$ cat config.mk
export PLATFORM = sky130hd
export DESIGN_NAME = deco_n_seq
export DESIGN_NICKNAME = d
export VERILOG_FILES = /design/src/rtl/deco_n_seq.sv
export SDC_FILE = /design/constraint.sdc
export NUM_CORES = 1
export LEC_CHECK = 0
export CAP_MARGIN = 10
export CORE_MARGIN = 1.5
export CORE_UTILIZATION = 48
export CTS_BUF_LIST = sky130_fd_sc_hd__clkbuf_8
export CTS_CLUSTER_DIAMETER = 50
export CTS_CLUSTER_SIZE = 14
export DETAILED_ROUTE_END_ITERATION = 10
export PLACE_DENSITY = 0.75
export SETUP_SLACK_MARGIN = 0.02
export SYNTH_ARGS = -nofsm -noshare
export SYNTH_HDL_FRONTEND = slang
export SYNTH_SLANG_ARGS = --single-unit
$ cat constraint.sdc
create_clock -name clk -period 2.34 [get_ports clk]
set_input_delay 0.234 -clock clk [delete_from_list [all_inputs] [get_ports clk]]
set_output_delay 0.234 -clock clk [all_outputs]
set_load 0.02 [all_outputs]
$ cat src/rtl/deco_n_seq.sv
// N-to-2**N decoder with direct, latched, thermometer and scanning modes.
// All outputs except in_ready are registered; the scan can be frozen with en and resumed.
module deco_n_seq #(
    parameter int N          = 3,
    parameter int STEP       = 4,
    parameter bit ACTIVE_LOW = 1'b0
) (
    input  logic                clk,
    input  logic                rst_n,
    input  logic                en,
    input  logic [1:0]          mode,
    input  logic                in_valid,
    input  logic [N-1:0]        in_sel,
    output logic                in_ready,
    output logic [(2**N)-1:0]   out,
    output logic                out_valid,
    output logic [N-1:0]        scan_idx,
    output logic                wrap
);

    localparam int OUT_W = 2 ** N;
    localparam int DW    = (STEP > 1) ? $clog2(STEP) : 1;
    localparam logic [DW-1:0] DWELL_LAST = DW'(STEP - 1);

    localparam logic [1:0] M_DIRECT = 2'b00;
    localparam logic [1:0] M_SCAN   = 2'b10;
    localparam logic [1:0] M_THERMO = 2'b11;

    typedef enum logic [1:0] {IDLE, DECODE, SCAN} state_t;

    state_t           r_state;
    logic [OUT_W-1:0] r_out;
    logic             r_out_valid;
    logic [N-1:0]     r_scan_idx;
    logic [DW-1:0]    r_dwell;
    logic             r_wrap;
    logic             r_scan_susp;

    logic             w_scan_mode;
    logic             w_accept;
    logic [N-1:0]     w_idx_next;

    function automatic logic [OUT_W-1:0] f_onehot(input logic [N-1:0] s);
        logic [OUT_W-1:0] v;
        v    = '0;
        v[s] = 1'b1;
        return v;
    endfunction

    function automatic logic [OUT_W-1:0] f_thermo(input logic [N-1:0] s);
        logic [OUT_W-1:0] v;
        for (int i = 0; i < OUT_W; i++) begin
            v[i] = (i <= int'(s));
        end
        return v;
    endfunction

    assign w_scan_mode = (mode == M_SCAN);
    assign in_ready    = (r_state == DECODE) && en && !w_scan_mode;
    assign w_accept    = in_valid && in_ready;
    assign w_idx_next  = r_scan_idx + 1'b1;

    // r_scan_susp remembers that en dropped while scanning, so re-enabling resumes instead of restarting
    always_ff @(posedge clk or negedge rst_n) begin
        if (!rst_n) begin
            r_state     <= IDLE;
            r_out       <= '0;
            r_out_valid <= 1'b0;
            r_scan_idx  <= '0;
            r_dwell     <= '0;
            r_wrap      <= 1'b0;
            r_scan_susp <= 1'b0;
        end else begin
            r_wrap <= 1'b0;
            if (!en) begin
                r_state <= IDLE;
                if (r_state != IDLE) begin
                    r_scan_susp <= (r_state == SCAN);
                end
            end else if (w_scan_mode) begin
                r_state     <= SCAN;
                r_scan_susp <= 1'b0;
                if (r_state == SCAN) begin
                    if (r_dwell == DWELL_LAST) begin
                        r_dwell    <= '0;
                        r_scan_idx <= w_idx_next;
                        r_out      <= f_onehot(w_idx_next);
                        r_wrap     <= (r_scan_idx == '1);
                    end else begin
                        r_dwell <= r_dwell + 1'b1;
                    end
                end else if ((r_state == DECODE) || !r_scan_susp) begin
                    r_scan_idx  <= '0;
                    r_dwell     <= '0;
                    r_out       <= f_onehot('0);
                    r_out_valid <= 1'b1;
                end
            end else begin
                r_state     <= DECODE;
                r_scan_susp <= 1'b0;
                if (r_state == DECODE) begin
                    case (mode)
                        M_DIRECT: begin
                            r_out       <= w_accept ? f_onehot(in_sel) : '0;
                            r_out_valid <= w_accept;
                        end
                        M_THERMO: begin
                            if (w_accept) begin
                                r_out       <= f_thermo(in_sel);
                                r_out_valid <= 1'b1;
                            end
                        end
                        default: begin
                            // LATCH: update on accept, hold otherwise
                            if (w_accept) begin
                                r_out       <= f_onehot(in_sel);
                                r_out_valid <= 1'b1;
                            end
                        end
                    endcase
                end
            end
        end
    end

    assign out       = ACTIVE_LOW ? ~r_out : r_out;
    assign out_valid = r_out_valid;
    assign scan_idx  = r_scan_idx;
    assign wrap      = r_wrap;

endmodule

* Word level (Yosys, flattened, before mapping)
Cells that the tools add are included.
** Word-level totals
- Register bits after elaboration :: 18
- Input port bits :: 9
- Output and inout port bits :: 14
- Logic and storage cells :: 83
** Operators by class
- $add $sub $neg :: 2
- Magnitude comparators :: 11
- Equal/unequal tests :: 12
- Mux-type cells :: 33
- Reduce and logical (&&, ||, !) cells :: 18
** Operator list (number)
- $mux 8 :: 8
- $pmux 8 s2 :: 1
- $mux 1 :: 14
- $le 3x3->1 const A :: 4
- $mux 2 :: 5
- $mux 3 :: 3
- $eq 2x2->1 const B :: 4
- $lt 3x4->1 const B :: 2
- $reduce_bool 2->1 :: 4
- $demux 1 s3 :: 2
- $ge 3x1->1 const B :: 2
- $le 2x3->1 const A :: 2
- $reduce_and 6->1 :: 1
- $logic_and 1x1->1 :: 5
- $reduce_and 5->1 :: 1
- $ne 2x1->1 const B :: 2
- $reduce_and 4->1 :: 1
- $add 3x1->3 const B :: 1
- $eq 3x3->1 const B :: 1
- $le 1x3->1 const A :: 1
- $ne 3x1->1 const B :: 1
- $ne 3x2->1 const B :: 1
- $ne 3x3->1 const B :: 1
- $reduce_and 3->1 :: 1
- other kinds (7) :: 8

* Logic depth before layout (Yosys ltp)
Gate-level depths: netlist of the first run.
- Word-level depth :: 8
- Gate-level depth with buffers :: 8

* Worst setup path after synthesis of the first run
Ideal clock, no wire load.
- Kind :: reg-to-reg
- Start point :: register r_scan_idx[0] (netlist: scan_idx[0])
- End point :: register r_out[0] (netlist: out[0])
- Setup time :: 125 ps
- Arrival time :: 1739 ps
- Required time :: 2215 ps
- Slack :: 476 ps
- Stages on the path, launching flop included :: 7
- Buffers on the path :: 0
- Clock period less this slack :: 1864 ps
- Path through :: dfrtp_1 -> ha_1 -> ha_1 -> inv_1 -> a31o_2 -> o31a_1 -> mux2_4
** On the way
- Word-level cells in the longest chain between the ends :: 8
- Elaborated cells between the ends (all ways) :: 9
** RTL lines
- start, declared :: RTL line 34 : logic [N-1:0] r_scan_idx;
- start signal, assigned :: RTL line 86 : r_scan_idx <= w_idx_next;
- $add 3x1->3 (*) :: RTL line 61 : assign w_idx_next = r_scan_idx + 1'b1;
- $lt 3x4->1 (implied by the code) or $ge 3x1->1 (tied branches) :: RTL line 46 : v[s] = 1'b1;
- $logic_and 1x1->1 (implied by the code) :: RTL line 46
- $mux 1 (implied by the code) :: RTL line 46
- $demux 1 s3 (*) :: RTL line 46
- $mux 8 (*) :: RTL line 84 : if (r_dwell == DWELL_LAST) begin
- $mux 8 (*) :: RTL line 83 : if (r_state == SCAN) begin
- $mux 8 (*) :: RTL line 80 : end else if (w_scan_mode) begin
- end signal, assigned :: RTL line 87 : r_out <= f_onehot(w_idx_next);
- end signal, assigned :: RTL line 95 : r_out <= f_onehot('0);
- end signal, assigned :: RTL line 104 : r_out <= w_accept ? f_onehot(in_sel) : '0;
- end, declared :: RTL line 32 : logic [OUT_W-1:0] r_out;
Every way passes the cells marked *; elsewhere a longest branch is shown, timed or not. The select of a mux whose other input is x is not followed.
A chain may end at the register's enable or synchronous reset.

* Worst setup path in the final report of the first run
- Start point :: input mode[0]
- End point :: output in_ready
** On the way
- Word-level cells in the longest chain between the ends :: 3
** RTL lines
- start, declared :: RTL line 11 : input logic [1:0] mode,
- $eq 2x2->1 :: RTL line 58 : assign w_scan_mode = (mode == M_SCAN);
- $logic_not 1->1 :: RTL line 59 : assign in_ready = (r_state == DECODE) && en && !w_scan_mode;
- $logic_and 1x1->1 :: RTL line 59
- end, declared :: RTL line 14 : output logic in_ready,
No other way between the ends.

==> results.txt, run 1 <==
- At the worst endpoint, the arrival time is 1.99 ns.
- In this run the number of H-tree levels came out at 1.
* Global-route wire length before repair: 4460 um
* Crit path launch type: primary input
* Total GRT Usage: 21.8%
- The final-report hold violation count was 0.
- Post-cts hold buffer count: 0
- Total of flip-flops plus latches after synthesis: 18
- For this run the aggregate overflow at the end of global routing stands at 0.
- Area taken by multi-input logic gates: 654 um2
- Critical register-to-register path endpoint: out[0]
* Type of the most critical hold path: primary input to asynchronous set/reset pin
- In this run the count of I/O pins placed on the die edge is 23.
- The number of antenna diodes in the final layout is 0.
* Number of buffers inserted to repair setup after CTS: 0
- The routed design has around 2700 um of wire.
- The via count of the first global-routing pass came to about 960.
- Cells fill 64.0% of the core in the end.
* Least-Margin Pin Slew: 0.834 ns
- Once layout is done, the placed cells without fillers occupy between 1000 and 1500 um2.
- The die is 52.6 um tall.
* Routed wirelength normalized by instance count: 15.6 um
- In this run the biggest area consumer among cell types represents 38.1% of the synthesized area.
- Cell area after technology mapping: 1180 um2
- Outcome: complete, no violations
- TritonCTS built the clock tree.
- For this block, the via count after detailed routing is 1,037.
- Clock latency on the worst-skew pair: 0.26 ns
* Sum Neg Setup Slack: 0 ns
- OpenSTA, run right after detailed placement, puts the worst setup slack at 0.0848 ns.
- VDD IR max: 0.372 mV
- Max-cap violations in this run came to 0.
* Maximum root-to-sink buffer count: 2
- Hold timing on the final database bottoms out at a slack of between 0.4 and 0.5 ns.
- The core region is approximately 2300 um2.
- The congestion estimate from routability-driven global placement came to slightly below 0.9.
- After global routing, the most crowded layer is met2.
- The first routing iteration left 54 violations.
- Worst EP required: 2.11 ns
- Total area of sequential cells: 450 um2
- Dividing the final minimum period by the clock period gives 95.0%.
* Number of distinct standard cells referenced by the synthesized netlist: 41
- Beginning of the worst register-to-register path: scan_idx[0]
- Library cell with the largest summed area after synthesis: sky130_fd_sc_hd__dfrtp_1
* Residual DRC count: 0
- The number of max-slew violations in the final report is 0.
- Overall power consumption after layout is estimated at 815 uW.
* Layout Cells excl Fill: 170
- Final min period: 2.22 ns
- The tree is rooted in a sky130_fd_sc_hd__clkbuf_8.
* Setup CP Type: primary input to primary output
* Number of standard-cell rows in the floorplan: 17
- Global routing used between 30% and 40% of the available met2 tracks.
* YS warnings: 0
* Antenna viol nets, final: 0
- Number of cell instances on the worst register-to-register path: 6
- In the post-synthesis netlist, the biggest area contributors are sky130_fd_sc_hd__dfrtp_1, sky130_fd_sc_hd__ha_1, sky130_fd_sc_hd__mux2_4.
* Slew HR: 44.3%
* Share of flip-flops with an asynchronous set or reset: 100%
- The initial utilization of the core area, before any placement, comes to 51.9%.
* Die Outline Area: about 2800 um2
* Number of detailed-routing iterations run before antenna repair: 5
* EDFF count, synth: 0
* Final setup viols: 0
- Setup repair after global routing left no endpoint under its margin.
- Count of cells resized by post-cts repair: 0
* Sequential cell area fraction in the yosys report: 38.1%
- Fmax: 0.450 GHz
- Global-route met1 utilization: 28.3%
- Cells with a size suffix above 1 make up 9.86% of the layout.
- Post-Synthesis Net Count: roughly 140
* Endpoint kind of the worst setup timing path: primary output
- sky130_fd_sc_hd__dfrtp_1 is the most common cell in the netlist.
- Final-layout fill cell count: 175
- Summed over all nets, the half-perimeter wirelength after detailed placement is 1960 um.
- After technology mapping, the gate count stands at about 120.
- Synth-to-Final Area Change: 23.3%
* Clock input transition at the sequential cells of the worst setup and hold paths: 0.07 ns
- Clock sink count: 18
- For met3 alone, demand over resource in global routing was between 5 and 6%.
* Top_reg_cell synth: sky130_fd_sc_hd__dfrtp_1
- Setup slack after layout: around 0.12 ns
- Initial antenna violation count: 0
- Most frequent cells after synthesis: sky130_fd_sc_hd__dfrtp_1, sky130_fd_sc_hd__nand2_1, sky130_fd_sc_hd__inv_1
- Cell area power density: 560 nW/um2
- Mapped Avg Cell Area: roughly 10 um2
- In this run the worst path has a maximum fanout of 3.
- Once placement finished, the instance area stood at 1400 um2.
- Floorplan die width: about 53 um
* Vias per Instance: 6.10
* Worst R2R Setup Slack: between 0.3 and 0.4 ns
- Largest clock skew in the final design: ~0.0028 ns
- Placed Instances: 166
- In this run the static leakage power is 0.635 nW.
- CTS buffer count: 3
- Number of nets in the final layout: 158
* Pin count of the biggest net entering global routing: 19
- Buffers placed on the I/O ports in this run total 22.
[critical path, stage by stage]
cell and delay [ns]:
sky130_fd_sc_hd__clkdlybuf4s50_1 0.48, sky130_fd_sc_hd__inv_1 0.06, sky130_fd_sc_hd__ha_1 0.20, sky130_fd_sc_hd__and2b_1 0.27
sky130_fd_sc_hd__and2_1 0.15, sky130_fd_sc_hd__clkdlybuf4s50_1 0.59
[registers in the layout (all words and copies together), names as in the netlist]
name	count
r_state	2
wrap	1
out	8
scan_idx	3
r_dwell	2
r_scan_susp	1
out_valid	1
[kinds of logic after synthesis]
kind of cell / after synthesis / share of synthesized area [%]
DFF: 18 / 38.1
muxes: 8 / 8.90
AOI/OAI and AO/OA: 32 / 21.2
buffers and inverters: 15 / 6.46
and+or+nand+nor: 41 / 18.1
adders and majority gates: 7 / 7.20
[power breakdown]
| part | internal (mW) | total, mW | switching, mW |
|---|---|---|---|
| sequential | 0.335 | 0.354 | 0.0186 |
| clock | 0.150 | 0.264 | 0.114 |
| combinational | 0.0981 | 0.198 | 0.0999 |
[final cells by class]
| cell class | count | share of cell area (%) |
|---|---|---|
| clock buffers | 4 | 3.78 |
| inverters | 9 | 2.32 |
| multi-input cells | 88 | 44.9 |
| flip-flops and latches | 18 | 30.9 |
| well taps | 28 | 2.41 |
| repair buffers | 23 | 15.6 |
[worst max path at each step]
stage | start | endpoint | slack (ns) | cells after the start
finish | mode[0] | in_ready | 0.12 | 6
global route | mode[0] | in_ready | 0.06 | 6
CTS | mode[0] | in_ready | 0.10 | 6
detailed placement | mode[0] | out[7] | 0.08 | 8
global placement | mode[0] | in_ready | 0.13 | 6
floorplan | scan_idx[0] | out[0] | 0.48 | 6
[cells in the final DEF (no fill, tap or decap), types with 4 or more instances in the layout]
cell                               n
sky130_fd_sc_hd__a22o_1            4
sky130_fd_sc_hd__o21ai_0           4
sky130_fd_sc_hd__ha_1              6
sky130_fd_sc_hd__nand3_1           4
sky130_fd_sc_hd__a32o_1            4
sky130_fd_sc_hd__nor2_1            6
sky130_fd_sc_hd__nand2_1          11
sky130_fd_sc_hd__dfrtp_1          18
sky130_fd_sc_hd__mux2_4            5
sky130_fd_sc_hd__clkbuf_8          4
sky130_fd_sc_hd__inv_1             8
sky130_fd_sc_hd__a31oi_1           4
sky130_fd_sc_hd__a21oi_1           4
sky130_fd_sc_hd__nor2b_1           4
sky130_fd_sc_hd__clkdlybuf4s50_1  22
[layer usage]
metal	share of wire, %	wire length [um]	vias to the layer above
met5	0	0	-
met4	0.94	25	0
met3	6.7	179	8
met2	50	1320	58
met1	43	1140	490
li1	-	-	481
Note: power is estimated with default switching activity, not from simulation.
==> run 2, diff against run 1 <==
--- a/config.mk
+++ b/config.mk
@@ -8,11 +8,11 @@
 export CAP_MARGIN = 10
 export CORE_MARGIN = 1.5
 export CORE_UTILIZATION = 48
-export CTS_BUF_LIST = sky130_fd_sc_hd__clkbuf_8
+export CTS_BUF_LIST = sky130_fd_sc_hd__clkbuf_2
 export CTS_CLUSTER_DIAMETER = 50
 export CTS_CLUSTER_SIZE = 14
 export DETAILED_ROUTE_END_ITERATION = 10
-export PLACE_DENSITY = 0.75
+export PLACE_DENSITY = 0.78
 export SETUP_SLACK_MARGIN = 0.02
 export SYNTH_ARGS = -nofsm -noshare
 export SYNTH_HDL_FRONTEND = slang
==> constraint.sdc (replaced) <==
create_clock -name clk -period 1.9 [get_ports clk]
set_input_delay 0.19 -clock clk [delete_from_list [all_inputs] [get_ports clk]]
set_output_delay 0.19 -clock clk [all_outputs]
set_load 0.02 [all_outputs]
==> run 2 against run 1 <==
Compared with the run above:
- non-clock buffer count is 14 higher
- power is 5.3% higher
- via count is 0.29% higher
- sequential share of layout area is 1.4 points lower
- wire length is 2.0% lower
- die area stayed put
- worst hold slack worse by 0.26 ns
- largest cell class unchanged
- highest routed layer unchanged
==> results.txt, run 2 (synthesized netlist as in run 1, its figures left out) <==
* Initial Utilization: 51.9% (unchanged)
- The vias after detailed routing came to 1,040 (was 1,037).
- Fmax: 0.560 GHz
- Core region area: 2280 um2 (unchanged)
- P_leak: 0.684 nW (was 0.635 nW)
- Number of buffers inserted to repair setup after CTS: 0 (unchanged)
- The number of max-slew violations in the final report came to 0 (unchanged).
- The final clock skew is 0.00314 ns (was 0.00278 ns).
- Outcome: complete, no violations (unchanged).
* Worst EP arrival: 1.99 ns (about the same)
* VDD IR max: 0.464 mV (was 0.372 mV)
* Most frequent cells in the layout: sky130_fd_sc_hd__clkdlybuf4s50_1, sky130_fd_sc_hd__dfrtp_1, sky130_fd_sc_hd__buf_4 (was sky130_fd_sc_hd__clkdlybuf4s50_1, sky130_fd_sc_hd__dfrtp_1, sky130_fd_sc_hd__nand2_1)
- The worst-skew pair later-pin latency came to 0.29 ns (was 0.26 ns).
- The smallest setup slack after layout is 0.114 ns (was 0.118 ns).
- The worst slack after detailed placement is -0.235 ns (was 0.0848 ns).
- The width of the die is 52.6 um (unchanged).
- Fin Hold WS: 0.194 ns (was 0.451 ns)
- The final-report hold violation count was 0 (unchanged).
* Die H: 52.6 um (unchanged)
* Routability congestion estimate from global placement: 0.855 (was 0.865)
- The count of nets left with antenna violations after detail routing was 0 (unchanged).
- The number of port buffers was 22 (unchanged).
- Ports: 23 (unchanged)
- Total congestion overflow after global routing: 0 (unchanged)
- Number of standard-cell rows in the floorplan: 17 (unchanged)
- The first-pass iteration count of the detailed router was 4 (was 5).
- The worst flop-to-flop path endpoint is out[4] (was out[0]).
* Maximum root-to-sink buffer count: 2 (unchanged)
- Vias in the first global route: 1,008 (was 964)
* Routed wirelength normalized by instance count: 14.2 um (was 15.6 um)
* H-tree lvl count: 1 (unchanged)
- The reg-to-reg startpoint is r_dwell[0] (was scan_idx[0]).
- The area added between synthesis and finish was 29.4% (was 23.3%).
- The classification of the worst-slack hold path is primary input to asynchronous set/reset pin (unchanged).
- Number of nets in the final layout: 172 (was 158)
- The worst setup path category was primary input to register (was primary input to primary output).
- Initial antenna violation count: 0 (unchanged)
* Setup repair after global routing missed its margin: no (unchanged)
- Placement-stage cell area: 1510 um2 (was 1400 um2)
- The ratio of routed vias to standard cells came to 5.68 (was 6.10).
- Placed Instances: 180 (was 166)
- Crit path launch type: primary input (unchanged)
- Violation count after the first detailed-routing iteration: 55 (was 54)
- Detailed placement HPWL: 2010 um (was 1960 um)
- The first-pass GRT wire length came to 4350 um (was 4460 um).
* Post-cts hold buffer count: 0 (unchanged)
- The number of cells in the finished layout apart from fillers came to 183 (was 170).
- Critical Path Source: mode[0] (unchanged)
- Pin count of the biggest net entering global routing: 19 (unchanged)
- Sum Neg Setup Slack: 0 ns (unchanged)
- The final standard cell area without fillers came to 1530 um2 (was 1460 um2).
* Max capacitance violation total: 0 (unchanged)
* CTS buffer count: 3 (unchanged)
* Fraction of layout instances using a drive strength above 1: 20.6% (was 9.86%)
* Final min period: 1.79 ns
- Worst R2R Setup Slack: 0.17 ns (was 0.37 ns)
- ANT cells: 0 (unchanged)
- The global-route usage over all layers came to 21.4% (was 21.8%).
- Die Outline Area: 2770 um2 (unchanged)
- Endpoint kind of the worst setup timing path: register (was primary output)
- The total power consumption of the routed design came to 859 uW (was 815 uW).
- CTS tree: yes (unchanged)
- Number of flip-flops under the largest register name: 8 (unchanged)
* Most common cell after layout, fill and taps aside: sky130_fd_sc_hd__clkdlybuf4s50_1 (unchanged)
- End-of-flow core utilization: 67.2% (was 64.0%)
* Worst EP required: 2.10 ns (was 2.11 ns)
- The register clock-pin slew on the reported worst setup and hold paths is 0.16 ns (was 0.07 ns).
* Wire length after detailed routing: 2600 um (was 2660 um)
- The largest fanout on the critical path is 4 (was 3).
* Residual DRC count: 0 (unchanged)
- Clock sink count: 18 (unchanged)
- Least-Margin Pin Slew: 0.344 ns (was 0.834 ns)
* Slew HR: 76.8% (was 44.3%)
- The count of cells along the worst register-to-register path came to 5 (was 6).
- Cell at the root of the clock tree: sky130_fd_sc_hd__clkbuf_2 (was sky130_fd_sc_hd__clkbuf_8)
- Cell area power density: 562 nW/um2 (was 560 nW/um2)
- Share of the cycle needed by the critical path after routing: 94.0%
- The setup-violating endpoint count in the final report is 0 (unchanged).
## run 2: cell types whose count changed in the layout (fill, tap and decap cells not counted)
| cell | previous run | this run |
|---|---|---|
| sky130_fd_sc_hd__clkbuf_2 | 0 | 4 |
| sky130_fd_sc_hd__nor2b_2 | 0 | 1 |
| sky130_fd_sc_hd__buf_4 | 1 | 15 |
| sky130_fd_sc_hd__o211a_4 | 0 | 1 |
| sky130_fd_sc_hd__o211a_1 | 1 | 0 |
| sky130_fd_sc_hd__dfrtp_2 | 0 | 1 |
| sky130_fd_sc_hd__clkdlybuf4s50_1 | 22 | 21 |
| sky130_fd_sc_hd__and2b_1 | 1 | 0 |
| sky130_fd_sc_hd__and2b_2 | 0 | 1 |
| sky130_fd_sc_hd__nor2b_1 | 4 | 3 |
| sky130_fd_sc_hd__clkbuf_8 | 4 | 0 |
| sky130_fd_sc_hd__dfrtp_1 | 18 | 17 |
## run 2: layout make-up
| class | count | area (um2) |
|---|---|---|
| timing repair buffer | 37 | 328 |
| multi-input combinational | 88 | 666 |
| fill | 173 | 747 |
| inverter | 9 | 33.8 |
| clock buffer | 3 | 15.0 |
| sequential | 18 | 452 |
| tap | 28 | 35.0 |
## run 2: worst max-delay path, stage by stage
cell and delay [ns]:
sky130_fd_sc_hd__clkdlybuf4s50_1 0.47, sky130_fd_sc_hd__inv_1 0.06, sky130_fd_sc_hd__ha_1 0.21, sky130_fd_sc_hd__and3b_1 0.22, sky130_fd_sc_hd__a31oi_4 0.25, sky130_fd_sc_hd__nand2b_2 0.12
sky130_fd_sc_hd__a32o_1 0.22, sky130_fd_sc_hd__mux2_4 0.25
## run 2: how the worst max path moves through the flow
stage / slack (ns) / to
after floorplan: 0.04 / out[0]
after global placement: -0.19 / in_ready
after detailed placement: -0.24 / in_ready
after CTS: 0.02 / out[2]
after global routing: 0.04 / out[3]
final: 0.11 / out[5]
## run 2: where the power goes
part | switching, mW | internal [mW]
logic | 0.127 | 0.140
registers | 0.0228 | 0.413
clock network | 0.113 | 0.0431
## run 2: metal layers
layer	vias to the layer above	global-route usage [%]	share of wire, %
met3	4	2.57	4.8
met2	35	36.9	49
li1	511	-	-
met1	490	27.1	45
met5	-	0	0
met4	0	7.69	1.1
## run 2: what timing repair did
item	in CTS	in global routing
gates cloned	0	0
pin swaps	0	0
resized for setup	1	7
endpoints found under the setup margin	1	9
==> run 3, diff against run 2 <==
--- a/config.mk
+++ b/config.mk
@@ -5,15 +5,17 @@
 export SDC_FILE = /design/constraint.sdc
 export NUM_CORES = 1
 export LEC_CHECK = 0
-export CAP_MARGIN = 10
+export CAP_MARGIN = 25
 export CORE_MARGIN = 1.5
 export CORE_UTILIZATION = 48
 export CTS_BUF_LIST = sky130_fd_sc_hd__clkbuf_2
 export CTS_CLUSTER_DIAMETER = 50
 export CTS_CLUSTER_SIZE = 14
 export DETAILED_ROUTE_END_ITERATION = 10
-export PLACE_DENSITY = 0.78
+export DONT_BUFFER_PORTS = 1
+export PLACE_DENSITY = 0.65
 export SETUP_SLACK_MARGIN = 0.02
+export SLEW_MARGIN = 20
 export SYNTH_ARGS = -nofsm -noshare
 export SYNTH_HDL_FRONTEND = slang
 export SYNTH_SLANG_ARGS = --single-unit
==> run 3 against run 2 <==
Compared with the run above:
- final cell count down 16%
- combinational power is 48% lower
- non-clock buffer count fell by 30
- clock power increased by 3%
- global-route usage down 1.6 points
- cell area fell by 18%
- first-iteration DRC count down 65%
- core utilization fell by 12 points
- wire length is 7.3% lower
- critical endpoint is now out[7]
- critical path depth decreased by 3
==> results.txt, run 3 (synthesized netlist as in run 1, its figures left out) <==
* Outcome: complete, no violations (unchanged)
- H-tree lvl count: 1 (unchanged)
* Clock sink count: 18 (unchanged)
- Critical Path Source: r_state[1] (was mode[0])
- The final period utilization was 91.1% (was 94.0%).
- Antenna viol nets, final: 0 (unchanged)
- The total power consumption of the routed design is 771 uW (was 859 uW).
* Fraction of layout instances using a drive strength above 1: 15.2% (was 20.6%)
- Largest driver fanout on the critical path: 9 (was 4)
- Area taken by multi-input logic gates: 662 um2 (was 666 um2)
- Routed wirelength normalized by instance count: 15.8 um (was 14.2 um)
* Fmax: 0.578 GHz (was 0.560 GHz)
- The detailed placement HPWL was 1760 um (was 2010 um).
- The flip-flop count of the largest register, all copies and words added is 8 (unchanged).
- Worst EP required: 2.10 ns (about the same)
- The leakage component of the power is 0.560 nW (was 0.684 nW).
- The number of core rows is 17 (unchanged).
- The most common cell after layout, fill and taps aside was sky130_fd_sc_hd__dfrtp_1 (was sky130_fd_sc_hd__clkdlybuf4s50_1).
- Type of the most critical hold path: primary input to register (was primary input to asynchronous set/reset pin)
* Number of pins exceeding their max-slew limit in the final report: 0 (unchanged)
- The total CTS buffers was 3 (unchanged).
- The launching element type of the critical path is a register (was primary input).
- Launch instance of the worst min-delay path: en
- Slew HR: 44.1% (was 76.8%)
- Final setup viols: 0 (unchanged)
- The flip-flop and latch area was 452 um2 (unchanged).
* Routability congestion estimate from global placement: 0.960 (was 0.855)
- Initial antenna violation count: 0 (unchanged)
- Violation count after the first detailed-routing iteration: 19 (was 55)
- Placed Instances: 148 (was 180)
* Global-route wire length before repair: 4000 um (was 4350 um)
- The power per cell area came to 614 nW/um2 (was 562 nW/um2).
- Maximum root-to-sink buffer count: 2 (unchanged)
- Pin count of the biggest net entering global routing: 19 (unchanged)
* Vias per Instance: 6.04 (was 5.68)
* Routed via count: 924 (was 1,040)
- The capture point of the critical path is out[7] (was out[5]).
- VDD IR max: 0.390 mV (was 0.464 mV)
- The area of the die was 2770 um2 (unchanged).
- The first-pass iteration count of the detailed router is 4 (unchanged).
- The final clock skew came to 0.0159 ns (was 0.00314 ns).
- The reported max-cap violation count came to 0 (unchanged).
* Setup CP Type: register to register (was primary input to register)
* Number of port buffers: 0 (was 22)
- The initial cell density of the core is 51.9% (unchanged).
* Slowest-stage cell, CP: sky130_fd_sc_hd__dfrtp_1 (was sky130_fd_sc_hd__clkdlybuf4s50_1)
* Total GRT Usage: 19.8% (was 21.4%)
- The final-stage net count was 142 (was 172).
- The number of I/O pins is 23 (unchanged).
* Clock input transition at the sequential cells of the worst setup and hold paths: 0.17 ns (was 0.16 ns)
- Most frequent cells in the layout: sky130_fd_sc_hd__dfrtp_1, sky130_fd_sc_hd__nand2_1, sky130_fd_sc_hd__inv_1 (was sky130_fd_sc_hd__clkdlybuf4s50_1, sky130_fd_sc_hd__dfrtp_1, sky130_fd_sc_hd__buf_4).
- Worst R2R Setup Slack: 0.17 ns (about the same)
* Fin Hold WS: 0.0653 ns (was 0.194 ns)
* Largest stage delay, worst path: 0.51 ns (was 0.47 ns)
- Clock latency on the worst-skew pair: 0.31 ns (was 0.29 ns)
- Sum Neg Setup Slack: 0 ns (unchanged)
- CTS tree: yes (unchanged)
* Synth-to-Final Area Change: 6.25% (was 29.4%)
- The via count of the first global-routing pass is 893 (was 1,008).
- The antenna diode count came to 0 (unchanged).
* Critical register-to-register path endpoint: out[7] (was out[4])
- Die H: 52.6 um (unchanged)
- Final min period: 1.73 ns (was 1.79 ns)
* Endpoint kind of the worst setup timing path: register (unchanged)
* Wire length after detailed routing: 2410 um (was 2600 um)
- Core region area: 2280 um2 (unchanged)
- Worst EP arrival: 1.93 ns (was 1.99 ns)
* Hold path cells: 3
- Setup repair after global routing missed its margin: no (unchanged).
* Number of buffers inserted to repair setup after CTS: 0 (unchanged)
* Number of cell instances on the worst register-to-register path: 5 (unchanged)
- Cell at the root of the clock tree: sky130_fd_sc_hd__clkbuf_2 (unchanged)
- Crit-path cells: and3b_1 > a31oi_4 > nand2b_2 > a32o_1 > mux2_4 (was clkdlybuf4s50_1 > inv_1 > ha_1 > and3b_1 > a31oi_4 > nand2b_2 > a32o_1 > mux2_4)
- Final-layout fill cell count: 193 (was 173)
* Floorplan die width: 52.6 um (unchanged)
- Residual DRC count: 0 (unchanged)
* Layout Cells excl Fill: 153 (was 183)
- The slew at the pin closest to its max-slew limit came to 0.836 ns (was 0.344 ns).
- Total congestion overflow after global routing: 0 (unchanged)
- The final-report hold violation count came to 0 (unchanged).
- The reg-to-reg startpoint is r_state[1] (was r_dwell[0]).
-- run 3: cell count changes in the layout (fill, tap and decap cells not counted), sizes merged --
| cell | delta |
|---|---|
| clkbuf | -1 |
| clkdlybuf4s50 | -21 |
| dlygate4sd3 | +2 |
| buf | -10 |
-- run 3: worst max-delay path: cells and delay by family, from the launching register on --
| kind | cells | cell delay, ns |
|---|---|---|
| compound gates | 2 | 0.49 |
| flops | 1 | 0.51 |
| mux | 1 | 0.25 |
| simple gates | 2 | 0.36 |
-- run 3: timing repair --
action | CTS | global route
hold endpoints to repair | 19 | 0
setup endpoints to repair | 5 | 6
resized for setup | 1 | 2
hold buffers | 2 | 0
-- run 3: power breakdown --
part           leakage [nW]  switching [mW]  internal [mW]  total [mW]
registers             0.238          0.0588          0.413       0.471
logic                 0.309          0.0701         0.0691       0.139
clock network        0.0125           0.117         0.0430       0.160
-- run 3: routing by layer --
layer	vias up	global-route usage (%)	part of all wire, %	wire [um]
li1	448	-	-	-
met1	427	29.0	47	1130
met2	45	27.1	45	1080
met3	4	4.57	7.3	175
met4	0	8.97	1.4	34
met5	-	0	0	0
-- run 3: how the worst min path moves through the flow --
stage,end,slack (ns)
after floorplan,out[0],-0.11
after global placement,r_dwell[1],-0.11
after detailed placement,r_dwell[1],-0.11
after CTS,out_valid,0.06
after global routing,r_state[0],0.05
final,out_valid,0.07
-- run 3: layout make-up --
cell class | count | area share (%)
Clock buffer | 3 | 1.20
Inverter | 9 | 2.69
Sequential cell | 18 | 36.0
Timing Repair Buffer | 7 | 4.59
Tap cell | 28 | 2.79
Multi-Input combinational cell | 88 | 52.7
-- run 3: stage by stage --
step / setup WS, ns / cell area [um2] / util, %
6_report: 0.169 / 1250 / 55.1
5_1_grt: 0.0842 / 1250 / 55.1
4_1_cts: 0.0560 / 1250 / 54.8
3_5_place_dp: 0.0435 / 1210 / 53.2
3_3_place_gp: 0.104 / 1210 / 53.2
2_1_floorplan: 0.0362 / 1180 / -
